`config.mk`:
```
export PLATFORM = sky130hd
export DESIGN_NAME = uart_rx
export DESIGN_NICKNAME = d
export VERILOG_FILES = /design/src/rtl/uart_rx.sv
export SDC_FILE = /design/constraint.sdc
export NUM_CORES = 1
export LEC_CHECK = 0
export ABC_CLOCK_PERIOD_IN_PS = 2490
export BUFFER_PORTS_ARGS = -buffer_cell sky130_fd_sc_hd__clkbuf_2
export CAP_MARGIN = 20
export CORE_ASPECT_RATIO = 1.4
export CORE_MARGIN = 5
export CORE_UTILIZATION = 59
export DETAILED_ROUTE_END_ITERATION = 8
export PLACE_DENSITY = 0.81
export SLEW_MARGIN = 20
export SYNTH_ARGS = -nofsm -noshare
export SYNTH_HDL_FRONTEND = slang
export SYNTH_SLANG_ARGS = --single-unit
```
`constraint.sdc`:
```
create_clock -name clk_i -period 2.49 [get_ports clk_i]
set_input_delay 0.498 -clock clk_i [delete_from_list [all_inputs] [get_ports clk_i]]
set_output_delay 0.498 -clock clk_i [all_outputs]
set_load 0.005 [all_outputs]
```
`src/rtl/uart_rx.sv`:
```
// UART receiver: 2-flop input synchronizer, mid-bit sampling FSM,
// valid/ready byte output with framing-error and overrun pulses.
module uart_rx #(
    parameter int  DW           = 8,
    parameter real CLOCK        = 100e6,
    parameter int  BAUD_RATE    = 20000000,
    parameter int  BAUD_COUNTER = $rtoi(CLOCK / BAUD_RATE),
    parameter int  BRW          = $clog2(BAUD_COUNTER + 1),
    parameter int  HALF         = BAUD_COUNTER / 2
) (
    input  logic          clk_i,
    input  logic          rst_i,
    input  logic          Rx,
    input  logic          ready_i,
    output logic [DW-1:0] data_o,
    output logic          valid_o,
    output logic          frame_err_o,
    output logic          overrun_o,
    output logic          busy_o
);

    localparam int IW = (DW > 1) ? $clog2(DW) : 1;
    localparam logic [BRW-1:0] CNT_HALF = BRW'(HALF);
    localparam logic [BRW-1:0] CNT_LAST = BRW'(BAUD_COUNTER - 1);
    localparam logic [IW-1:0]  IDX_LAST = IW'(DW - 1);

    typedef enum logic [2:0] {
        S_IDLE,
        S_START,
        S_DATA,
        S_STOP,
        S_WAIT_IDLE
    } state_t;

    logic          sync1_q;
    logic          sync2_q;
    logic          rx_s;

    state_t        state_q, state_d;
    logic [BRW-1:0] cnt_q, cnt_d;
    logic [IW-1:0] idx_q, idx_d;
    logic [DW-1:0] shift_q, shift_d;
    logic [DW-1:0] data_q, data_d;
    logic          valid_q, valid_d;
    logic          ferr_q, ferr_d;
    logic          ovr_q, ovr_d;
    logic          busy_q;
    logic [DW:0]   shift_ext;

    assign rx_s      = sync2_q;
    // New bit enters at the MSB; after DW shifts the first bit sits at bit 0.
    assign shift_ext = {rx_s, shift_q};

    // Two-flop synchronizer for the asynchronous line; idles high.
    always_ff @(posedge clk_i) begin
        if (rst_i) begin
            sync1_q <= 1'b1;
            sync2_q <= 1'b1;
        end else begin
            sync1_q <= Rx;
            sync2_q <= sync1_q;
        end
    end

    // Next-state, bit timing, shift register and output handshake.
    always_comb begin
        state_d = state_q;
        cnt_d   = cnt_q + 1'b1;
        idx_d   = idx_q;
        shift_d = shift_q;
        data_d  = data_q;
        valid_d = valid_q & ~ready_i;
        ferr_d  = 1'b0;
        ovr_d   = 1'b0;

        case (state_q)
            S_IDLE: begin
                if (!rx_s) begin
                    state_d = S_START;
                    cnt_d   = '0;
                end
            end
            S_START: begin
                if (cnt_q == CNT_HALF) begin
                    cnt_d = '0;
                    if (rx_s) begin
                        state_d = S_IDLE;   // start bit did not hold: glitch
                    end else begin
                        state_d = S_DATA;
                        idx_d   = '0;
                    end
                end
            end
            S_DATA: begin
                if (cnt_q == CNT_LAST) begin
                    cnt_d   = '0;
                    shift_d = shift_ext[DW:1];
                    idx_d   = idx_q + 1'b1;
                    if (idx_q == IDX_LAST) begin
                        state_d = S_STOP;
                    end
                end
            end
            S_STOP: begin
                if (cnt_q == CNT_LAST) begin
                    cnt_d = '0;
                    if (rx_s) begin
                        data_d  = shift_q;
                        valid_d = 1'b1;
                        // Unconsumed byte lost unless it is accepted this cycle.
                        ovr_d   = valid_q & ~ready_i;
                        state_d = S_IDLE;
                    end else begin
                        ferr_d  = 1'b1;
                        state_d = S_WAIT_IDLE;
                    end
                end
            end
            S_WAIT_IDLE: begin
                // Hold off during a break so a low line cannot restart reception.
                if (rx_s) begin
                    state_d = S_IDLE;
                    cnt_d   = '0;
                end
            end
            default: begin
                state_d = S_IDLE;
                cnt_d   = '0;
            end
        endcase
    end

    // State and output registers.
    always_ff @(posedge clk_i) begin
        if (rst_i) begin
            state_q <= S_IDLE;
            cnt_q   <= '0;
            idx_q   <= '0;
            shift_q <= '0;
            data_q  <= '0;
            valid_q <= 1'b0;
            ferr_q  <= 1'b0;
            ovr_q   <= 1'b0;
            busy_q  <= 1'b0;
        end else begin
            state_q <= state_d;
            cnt_q   <= cnt_d;
            idx_q   <= idx_d;
            shift_q <= shift_d;
            data_q  <= data_d;
            valid_q <= valid_d;
            ferr_q  <= ferr_d;
            ovr_q   <= ovr_d;
            busy_q  <= (state_d != S_IDLE);
        end
    end

    assign data_o      = data_q;
    assign valid_o     = valid_q;
    assign frame_err_o = ferr_q;
    assign overrun_o   = ovr_q;
    assign busy_o      = busy_q;

endmodule

```
# Yosys cells after proc, flatten, opt, wreduce, memory -nomap -nowiden
# Cells that the tools add are included.
# totals
regBits,31
inputBits,4
out_inout_bits,12
# classes
add_sub_neg,2
n_eq_ne,10
muxes,22
bitwise_logic,5
n_reduce_logical,9
# op_table
op,n
3-bit two-way mux,14
3-bit case mux with 5 select lines,1
3-bit case mux with 4 select lines,1
"3-bit by 2-bit == test with 1-bit output, second input constant",3
"3-bit == test, second input constant",3
"3-bit by 1-bit adder with 3-bit output, second input constant",2
"2-bit != test, second input constant",3
3-bit case mux with 2 select lines,1
1-bit two-way mux,4
1-bit inverter,4
4-bit AND reduction,1
4-bit OR reduction,1
"3-bit by 1-bit == test with 1-bit output, second input constant",1
3-bit zero test,1
3-bit AND reduction,1
3-bit nonzero test,1
3-bit OR reduction,1
2-bit two-way mux,1
2-bit AND reduction,1
2-bit nonzero test,1
2-bit OR reduction,1
1-bit AND,1

# Longest topological paths before layout
# Gate-level depths: netlist (run 1).
# logic_depth
ltp_word,5
mapped_depth,7
depth_no_buf,6

# Worst setup path before layout (run 1)
# No wires, ideal clock.
# synth_timing
path_type,register to register
start,register cnt_q[0]
end,"register busy_q, in the netlist busy_o"
setup_time_ns,0.120
t_arrival_ns,1.349
t_required_ns,2.370
setup_slack_ns,1.021
stages_incl_launch_ff,7
synth_period_minus_slack_ns,1.469
cell_sequence,dfxtp_1 > inv_1 > ha_1 > and2_1 > nand2_2 > o221ai_1 > a211o_1
# synth_via
elab_chain_cells,4
elab_cells_between_ends,7
cone_classes,2 x eq/ne; 4 x mux; 1 x reduce/logical
# synth_lines
element,line_no,text
from (decl),40,"logic [BRW-1:0] cnt_q, cnt_d;"
from (signal assigned),147,cnt_q <= cnt_d;
3-bit == test / 3-bit by 2-bit == test with 1-bit output (equally long branches),"95, 105, 84",
3-bit two-way mux (on tied branches),"105, 84, 95",
3-bit case mux with 5 select lines *,76,case (state_q)
3-bit nonzero test *,154,busy_q <= (state_d != S_IDLE);
to (signal assigned),154,
to (decl),47,logic busy_q;
# Mark *: on every way between the ends. The rest lies on a longest branch, timed or not.
# A chain may end at the register's enable or synchronous reset.

# Worst setup path in the final report (run 1)
# Same ends and word-level chain as after synthesis.

==> out/results.tsv, run 1 <==
stage	metric	value	unit
power	powerDensity	670	mW/mm^2
timing	finalSetupViolCount	0	
clock_network	cts_inserted_buffers	5	
cells_and_area	instances_no_fill	174	
cells_and_area	nFillCells	184	
place	place_hpwl	1630	um
place	placed_cells	166	
power	p_comb_share	4.2	%
logic_synthesis	postSynthAreaPerCell	9.42	sq um
timing	slew_violations	0	
drt	post_drt_wl_per_cell	12.8	um
logic_synthesis	synth_compound_area_share	9.74	%
global_routing	track_usage	16.6	%
critical_path	crit_arrival	1.86	ns
die	die_x	49.2	um
min_path	whs_path_depth	2	
clock_network	insertion_delay	0.33	ns
drt	num_vias	963	
cells_and_area	finalInstanceArea	0.00143	sq mm
critical_path	reg2regPathDepth	6	
power	p_sw	0.000202	W
critical_path	critPathRequiredTime	2.72	ns
clock_network	cts_tree	built	
logic_synthesis	syn-num-nets	144	
timing	finalCritPeriodShare	65.4	%
logic_synthesis	synth_seq_cells	31	
clock_network	cts_hold_buf	0	
logic_synthesis	yosys.area_share.simple	23.5	%
timing	fmax	614	MHz
logic_synthesis	synthCells	135	
power	netSwitchingFraction	21.0	%
drt	drt-initial-drc-count	27	
die	fp.dieH	64.9	um
place	dpl_cell_area	0.00135	sq mm
die	dieArea	0.00320	sq mm
global_routing	grt_overflow	0	
cells_and_area	final_util	67.3	%
logic_synthesis	synth_fa_ha_area_share	4.92	%
critical_path	cp_cell_sequence	inv_1, ha_1, and2_1, nand2_2, o221ai_1, a211o_1	
cells_and_area	area_delta_synth_final	12.6	%
die	core_area	0.00213	sq mm
timing	skew	0.00389	ns
power	cellLeakagePower	0.561	nW
clock_network	cts_resized	0	
run	cap_violations	0	
min_path	hp-class	in -> reg	
die	boundaryPins	16	
power	pwr-share-seq	53.3	%
timing	rsz0062_at_grt	no	
logic_synthesis	synth_top_family_by_area	simple AND/OR/NAND/NOR gates	
timing	hold_viol	0	
critical_path	crit_fanout	9	
cells_and_area	antenna_cells	0	
logic_synthesis	synthMuxAreaShare	7.97	%
drt	antenna_left	0	
clock_network	clk_pin_slew	0.09	ns
power	power	0.000960	W
global_routing	grt_max_degree	28	
timing	slew_headroom	66.1	%
critical_path	worst_setup_path_start_kind	flop	
drt	dr.pass1.iters	4	
power	p_clk_share	42.5	%
logic_synthesis	ys_seq_area_share	48.8	%
clock_network	post-cts-setup-buffer-count	0	
critical_path	slowest_stage	dfxtp_1	
drt	drc_errors	0	
power	ir_drop	464	uV
critical_path	crit_type	reg -> reg	
global_routing	grt_pass1_wl	4040	um
cells_and_area	nets	160	
cells_and_area	drive_gt1_share	21.1	%
place	place.gp.congestion	0.815	
timing	tightest_slew	0.508	ns
die	num_rows	20	
clock_network	clockBufferDepth	2	
place	portBuffers	15	
logic_synthesis	synth_area	0.00127	sq mm
clock_network	cts.sink_count	31	
clock_network	cts_htree_levels	2	
timing	final.min_clock_period	1.63	ns
global_routing	grt_pass1_vias	993	
cells_and_area	layout_common_cells	dfxtp_1, nand2_1, clkbuf_2	
drt	wl	2230	um
critical_path	max_stage_delay	0.36	ns
clock_network	cts_root_buf	clkbuf_4	
logic_synthesis	synthXorXnorAreaFrac	0.689	%
status	outcome	completed	
global_routing	antenna_found_initial	0	
drt	viasPerCell	5.53	
die	start_util	59.8	%
cells_and_area	layout_commonest_cell	dfxtp_1	
logic_synthesis	yosysWarningCount	0	
timing	tns	0	ns
critical_path	cp-end-kind	flop	
power	p_int	0.000758	W
logic_synthesis	ys_types	36	
-- synthesized netlist by cell type, drive strengths merged --
master | n | area [sq um]
a22oi | 2 | 15.0
and4bb | 1 | 12.5
xnor2 | 1 | 8.76
ha | 5 | 62.6
nor4 | 1 | 6.26
or3 | 1 | 6.26
clkbuf | 3 | 11.3
nor2 | 14 | 52.6
nor2b | 1 | 6.26
a21oi | 12 | 60.1
inv | 5 | 18.8
or2 | 3 | 18.8
dfxtp | 31 | 621
nor3b | 3 | 38.8
o221ai | 1 | 8.76
nand2b | 1 | 6.26
mux2 | 1 | 11.3
mux2i | 9 | 90.1
and2 | 3 | 18.8
buf | 4 | 25.0
a2bb2oi | 1 | 8.76
o21ai | 1 | 5.00
nor3 | 2 | 15.0
nand3b | 2 | 15.0
nand4 | 1 | 12.5
a221o | 1 | 10.0
nand3 | 1 | 5.00
a211o | 1 | 8.76
nand2 | 22 | 85.1
o21a | 1 | 7.51
-- critical path, delay by kind of cell (launching register included) --
kind,cells,cell delay [ns]
adders and majority gates,1,0.24
buffers and inverters,1,0.07
AOI/OAI and AO/OA,2,0.48
and+or+nand+nor,2,0.37
DFF,1,0.36
-- per-layer routing --
layer  global-route usage (%)  vias up  share of wire [%]
met5                        0        -                  0
met4                     8.08        0                3.1
met3                     7.59        7                4.8
met2                     30.8       21                 55
met1                     14.4      449                 37
li1                         -      486                  -
-- final timing paths --
check                                           to  slack (ns)                start
worst max-delay path             busy_o$_SDFF_PP0_        0.86  cnt_q[0]$_SDFF_PP0_
worst min-delay path            sync1_q$_SDFF_PP1_        0.35                   Rx
worst max register to register   busy_o$_SDFF_PP0_        0.86  cnt_q[0]$_SDFF_PP0_
worst min register to register     rx_s$_SDFF_PP1_        0.42   sync1_q$_SDFF_PP1_
-- flip-flops by register name (all words and copies together), names as in the netlist --
name / count
rx_s: 1
shift_q: 8
sync1_q: 1
overrun_o: 1
state_q: 3
frame_err_o: 1
valid_o: 1
data_o: 8
busy_o: 1
idx_q: 3
cnt_q: 3
-- cell type report --
cell class	instances	area [sq um]	share of cell area, %
Clock buffer	6	51.3	3.58
Clock inverter	2	35.0	2.45
Inverter	5	18.8	1.31
Multi-Input combinational cell	92	596	41.6
Sequential cell	31	621	43.4
Tap cell	22	27.5	1.92
Timing Repair Buffer	16	82.6	5.77
-- per-stage QoR --
stage          hold slack (ns)  setup WS [ns]
2_1_floorplan            0.389           1.02
3_3_place_gp             0.398          0.932
3_5_place_dp             0.399          0.868
4_1_cts                  0.338          0.850
5_1_grt                  0.334          0.731
6_report                 0.349          0.861
-- power groups by stage --
stage	Combinational, W	Clock, W	Sequential (W)
4_1_cts	0.0000412	0.000418	0.000512
5_1_grt	0.0000469	0.000446	0.000513
2_1_floorplan	0.0000326	0	0.000521
3_5_place_dp	0.0000408	0	0.000523
3_3_place_gp	0.0000389	0	0.000522
6_report	0.0000406	0.000407	0.000512
-- logic make-up after synthesis --
group | Yosys count
simple gates | 56
flops | 31
compound gates | 20
buf+inv | 12
mux | 10
fa+ha+maj | 5
xor+xnor | 1
(Power assumes the default switching activity.)
==> run 2, diff against run 1 <==
--- a/config.mk
+++ b/config.mk
@@ -5,14 +5,15 @@
 export SDC_FILE = /design/constraint.sdc
 export NUM_CORES = 1
 export LEC_CHECK = 0
-export ABC_CLOCK_PERIOD_IN_PS = 2490
+export ABC_AREA = 1
+export ABC_CLOCK_PERIOD_IN_PS = 1300
 export BUFFER_PORTS_ARGS = -buffer_cell sky130_fd_sc_hd__clkbuf_2
 export CAP_MARGIN = 20
 export CORE_ASPECT_RATIO = 1.4
 export CORE_MARGIN = 5
-export CORE_UTILIZATION = 59
+export CORE_UTILIZATION = 50
 export DETAILED_ROUTE_END_ITERATION = 8
-export PLACE_DENSITY = 0.81
+export PLACE_DENSITY = 0.73
 export SLEW_MARGIN = 20
 export SYNTH_ARGS = -nofsm -noshare
 export SYNTH_HDL_FRONTEND = slang
==> constraint.sdc (replaced) <==
create_clock -name clk_i -period 1.3 [get_ports clk_i]
set_input_delay 0.26 -clock clk_i [delete_from_list [all_inputs] [get_ports clk_i]]
set_output_delay 0.26 -clock clk_i [all_outputs]
set_load 0.005 [all_outputs]
==> run 2 against run 1 <==
Against the previous run: register-to-register slack worse by 0.88 ns; sequential share of layout area shrank 5.4 points; clock power is 93% higher; critical endpoint is now shift_q[6]$_SDFFE_PP0P_; the flow now finishes with violations (negative setup slack); critical path type unchanged; die area increased by 16%; core utilization up 0.14 points; global-route usage is 1.0 points lower.
==> out/results.tsv, run 2 <==
stage	metric	value	unit	change
drt	post_drt_wl_per_cell	10.6	um	was 12.8 um
timing	tightest_slew	0.281	ns	was 0.508 ns
place	portBuffers	15		unchanged
logic_synthesis	synth_largest_area_cell	dfxtp_1		unchanged
cells_and_area	final_util	67.4	%	was 67.3%
critical_path	crit_type	reg -> reg		unchanged
status	violations	negative setup slack		
cells_and_area	layout_common_cells	nor2_1, dfxtp_1, nand2_1		was dfxtp_1, nand2_1, clkbuf_2
place	place_hpwl	1770	um	was 1630 um
clock_network	cts.sink_count	31		unchanged
place	dpl_cell_area	0.00145	sq mm	was 0.00135 sq mm
logic_synthesis	synth_flop_cell	dfxtp_1		unchanged
timing	rsz0062_at_grt	yes		was no
global_routing	antenna_found_initial	0		unchanged
die	start_util	52.7	%	was 59.8%
critical_path	critPathRequiredTime	1.57	ns	was 2.72 ns
cells_and_area	finalInstanceArea	0.00165	sq mm	was 0.00143 sq mm
drt	drt-initial-drc-count	11		was 27
place	preCtsSetupSlack	-0.0522	ns	was 0.868 ns
timing	finalCritPeriodShare	102	%	was 65.4%
critical_path	cp-end-kind	flop		unchanged
clock_network	cts_tree	built		unchanged
logic_synthesis	synth_top_cell_area_share	48.2	%	was 48.8%
die	core_area	0.00244	sq mm	was 0.00213 sq mm
global_routing	grt_max_degree	22		was 28
logic_synthesis	synthArstFlopShare	0	%	unchanged
drt	viasPerCell	4.74		was 5.53
global_routing	grt_pass1_vias	1123		was 993
cells_and_area	nets	212		was 160
min_path	hp-class	in -> reg		unchanged
global_routing	grt_pass1_wl	4400	um	was 4040 um
logic_synthesis	yosys-top-cells-area	dfxtp_1, nor2_1, nand2_1		was dfxtp_1, mux2i_1, nand2_1
timing	fmax	756	MHz	was 614 MHz
logic_synthesis	ys_top_cells_by_count	nor2_1, dfxtp_1, nand2_1		was dfxtp_1, nand2_1, nor2_1
global_routing	track_usage	15.5	%	was 16.6%
critical_path	worst_setup_path_start_kind	flop		unchanged
timing	holdWs	0.118	ns	was 0.349 ns
run	cap_violations	0		unchanged
timing	hold_viol	0		unchanged
critical_path	crit_fanout	5		was 9
power	power	0.00203	W	was 0.000960 W
timing	finalSetupViolCount	2		was 0
logic_synthesis	synth_most_common_cell	nor2_1		was dfxtp_1
logic_synthesis	synth_area	0.00129	sq mm	was 0.00127 sq mm
die	die_x	52.9	um	was 49.2 um
timing	final.min_clock_period	1.32	ns	was 1.63 ns
timing	timing.final.ws_setup	-0.0229	ns	was 0.861 ns
timing	slew_headroom	81.3	%	was 66.1%
cells_and_area	drive_gt1_share	33.3	%	was 21.1%
clock_network	clockBufferDepth	2		unchanged
die	fp.dieH	70.1	um	was 64.9 um
timing	slew_violations	0		unchanged
logic_synthesis	ys_types	19		was 36
die	boundaryPins	16		unchanged
drt	antenna_left	0		unchanged
critical_path	reg2regPathDepth	8		was 6
logic_synthesis	synthCells	173		was 135
power	powerDensity	1230	mW/mm^2	was 670 mW/mm^2
timing	skew	0.0159	ns	was 0.00389 ns
drt	num_vias	1127		was 963
clock_network	insertion_delay	0.34	ns	was 0.33 ns
power	cellLeakagePower	0.798	nW	was 0.561 nW
power	ir_drop	1170	uV	was 464 uV
drt	wl	2520	um	was 2230 um
clock_network	cts_root_buf	clkbuf_4		unchanged
die	dieArea	0.00371	sq mm	was 0.00320 sq mm
logic_synthesis	synth_seq_cells	31		unchanged
clock_network	cts_htree_levels	2		unchanged
cells_and_area	antenna_cells	0		unchanged
logic_synthesis	syn-num-nets	182		was 144
logic_synthesis	ys_seq_area_share	48.2	%	was 48.8%
logic_synthesis	synth_edf_count	0		unchanged
drt	dr.pass1.iters	4		unchanged
place	place.gp.congestion	0.859		was 0.815
logic_synthesis	postSynthAreaPerCell	7.45	sq um	was 9.42 sq um
cells_and_area	layout_commonest_cell	nor2_1		was dfxtp_1
critical_path	crit_arrival	1.59	ns	was 1.86 ns
min_path	whs_path_depth	2		unchanged
logic_synthesis	yosysWarningCount	0		unchanged
drt	drc_errors	0		unchanged
clock_network	cts_inserted_buffers	5		unchanged
clock_network	clk_pin_slew	0.11	ns	was 0.09 ns
die	num_rows	21		was 20
global_routing	grt_overflow	0		unchanged
cells_and_area	area_delta_synth_final	27.9	%	was 12.6%
status	outcome	complete, but fails checks		was completed
-- run 2: cell count changes in the layout (fill, tap and decap cells not counted), moves of 4 or more --
cell / delta
inv_1: +7
nor2_1: +37
dfxtp_1: -4
a21oi_1: -12
inv_2: +5
dfxtp_2: +4
nor2_2: +7
mux2i_1: -9
buf_4: +8
o21ai_1: +12
-- run 2: final timing paths --
path / from / end / slack (ns)
max: cnt_q[0]$_SDFF_PP0_ / shift_q[6]$_SDFFE_PP0P_ / -0.02
max reg2reg: cnt_q[0]$_SDFF_PP0_ / shift_q[6]$_SDFFE_PP0P_ / -0.02
min reg2reg: sync1_q$_SDFF_PP1_ / rx_s$_SDFF_PP1_ / 0.41
min: Rx / sync1_q$_SDFF_PP1_ / 0.12
-- run 2: through the flow --
stage                     TNS [ns]  instances
after floorplan                  0        173
after global placement     -0.0380        228
after detailed placement    -0.365        228
after CTS                  -0.0669        238
after global routing        -0.933        238
final                      -0.0234        238
-- run 2: cells by family after synthesis --
logic type,Yosys count,synth area share [%]
adders and majority gates,5,4.85
buffers and inverters,22,7.77
and+or+nand+nor,96,31.6
AOI/OAI and AO/OA,18,6.99
xor gates and xnor gates,1,0.680
DFF,31,48.2
-- run 2: repair_timing --
item | 4_1_cts | 5_1_grt
setup buffers | 1 | 0
pin swaps | 1 | 5
hold buffers | 0 | 0
resized for setup | 8 | 23
setup endpoints to repair | 24 | 25
cloned | 1 | 0
-- run 2: layout make-up --
| class | count | area, sq um |
|---|---|---|
| multi-input combinational | 121 | 658 |
| clock buffer | 6 | 51.3 |
| fill | 218 | 796 |
| inverter | 18 | 70.1 |
| timing repair buffer | 26 | 165 |
| clock inverter | 2 | 35.0 |
| tap | 34 | 42.5 |
| sequential | 31 | 626 |
-- run 2: report_power, final --
part	internal, W	switching, W
Sequential	0.000980	0.0000244
Clock	0.000454	0.000332
Combinational	0.000108	0.000127
Total	0.00154	0.000483
-- run 2: worst max-delay path: stages, from the launching register on --
cell	delay (ns)
dfxtp_2	0.34
inv_2	0.07
ha_4	0.14
nand2_4	0.06
buf_6	0.13
nor2_4	0.22
buf_6	0.14
o21ai_1	0.06
nor2_1	0.10
-- run 2: metal layers --
layer	track usage, %	wire length, um	part of all wire [%]
met1	15.6	1020	41
met2	27.2	1310	52
met3	5.32	106	4.2
met4	7.67	74	2.9
met5	0	0	0
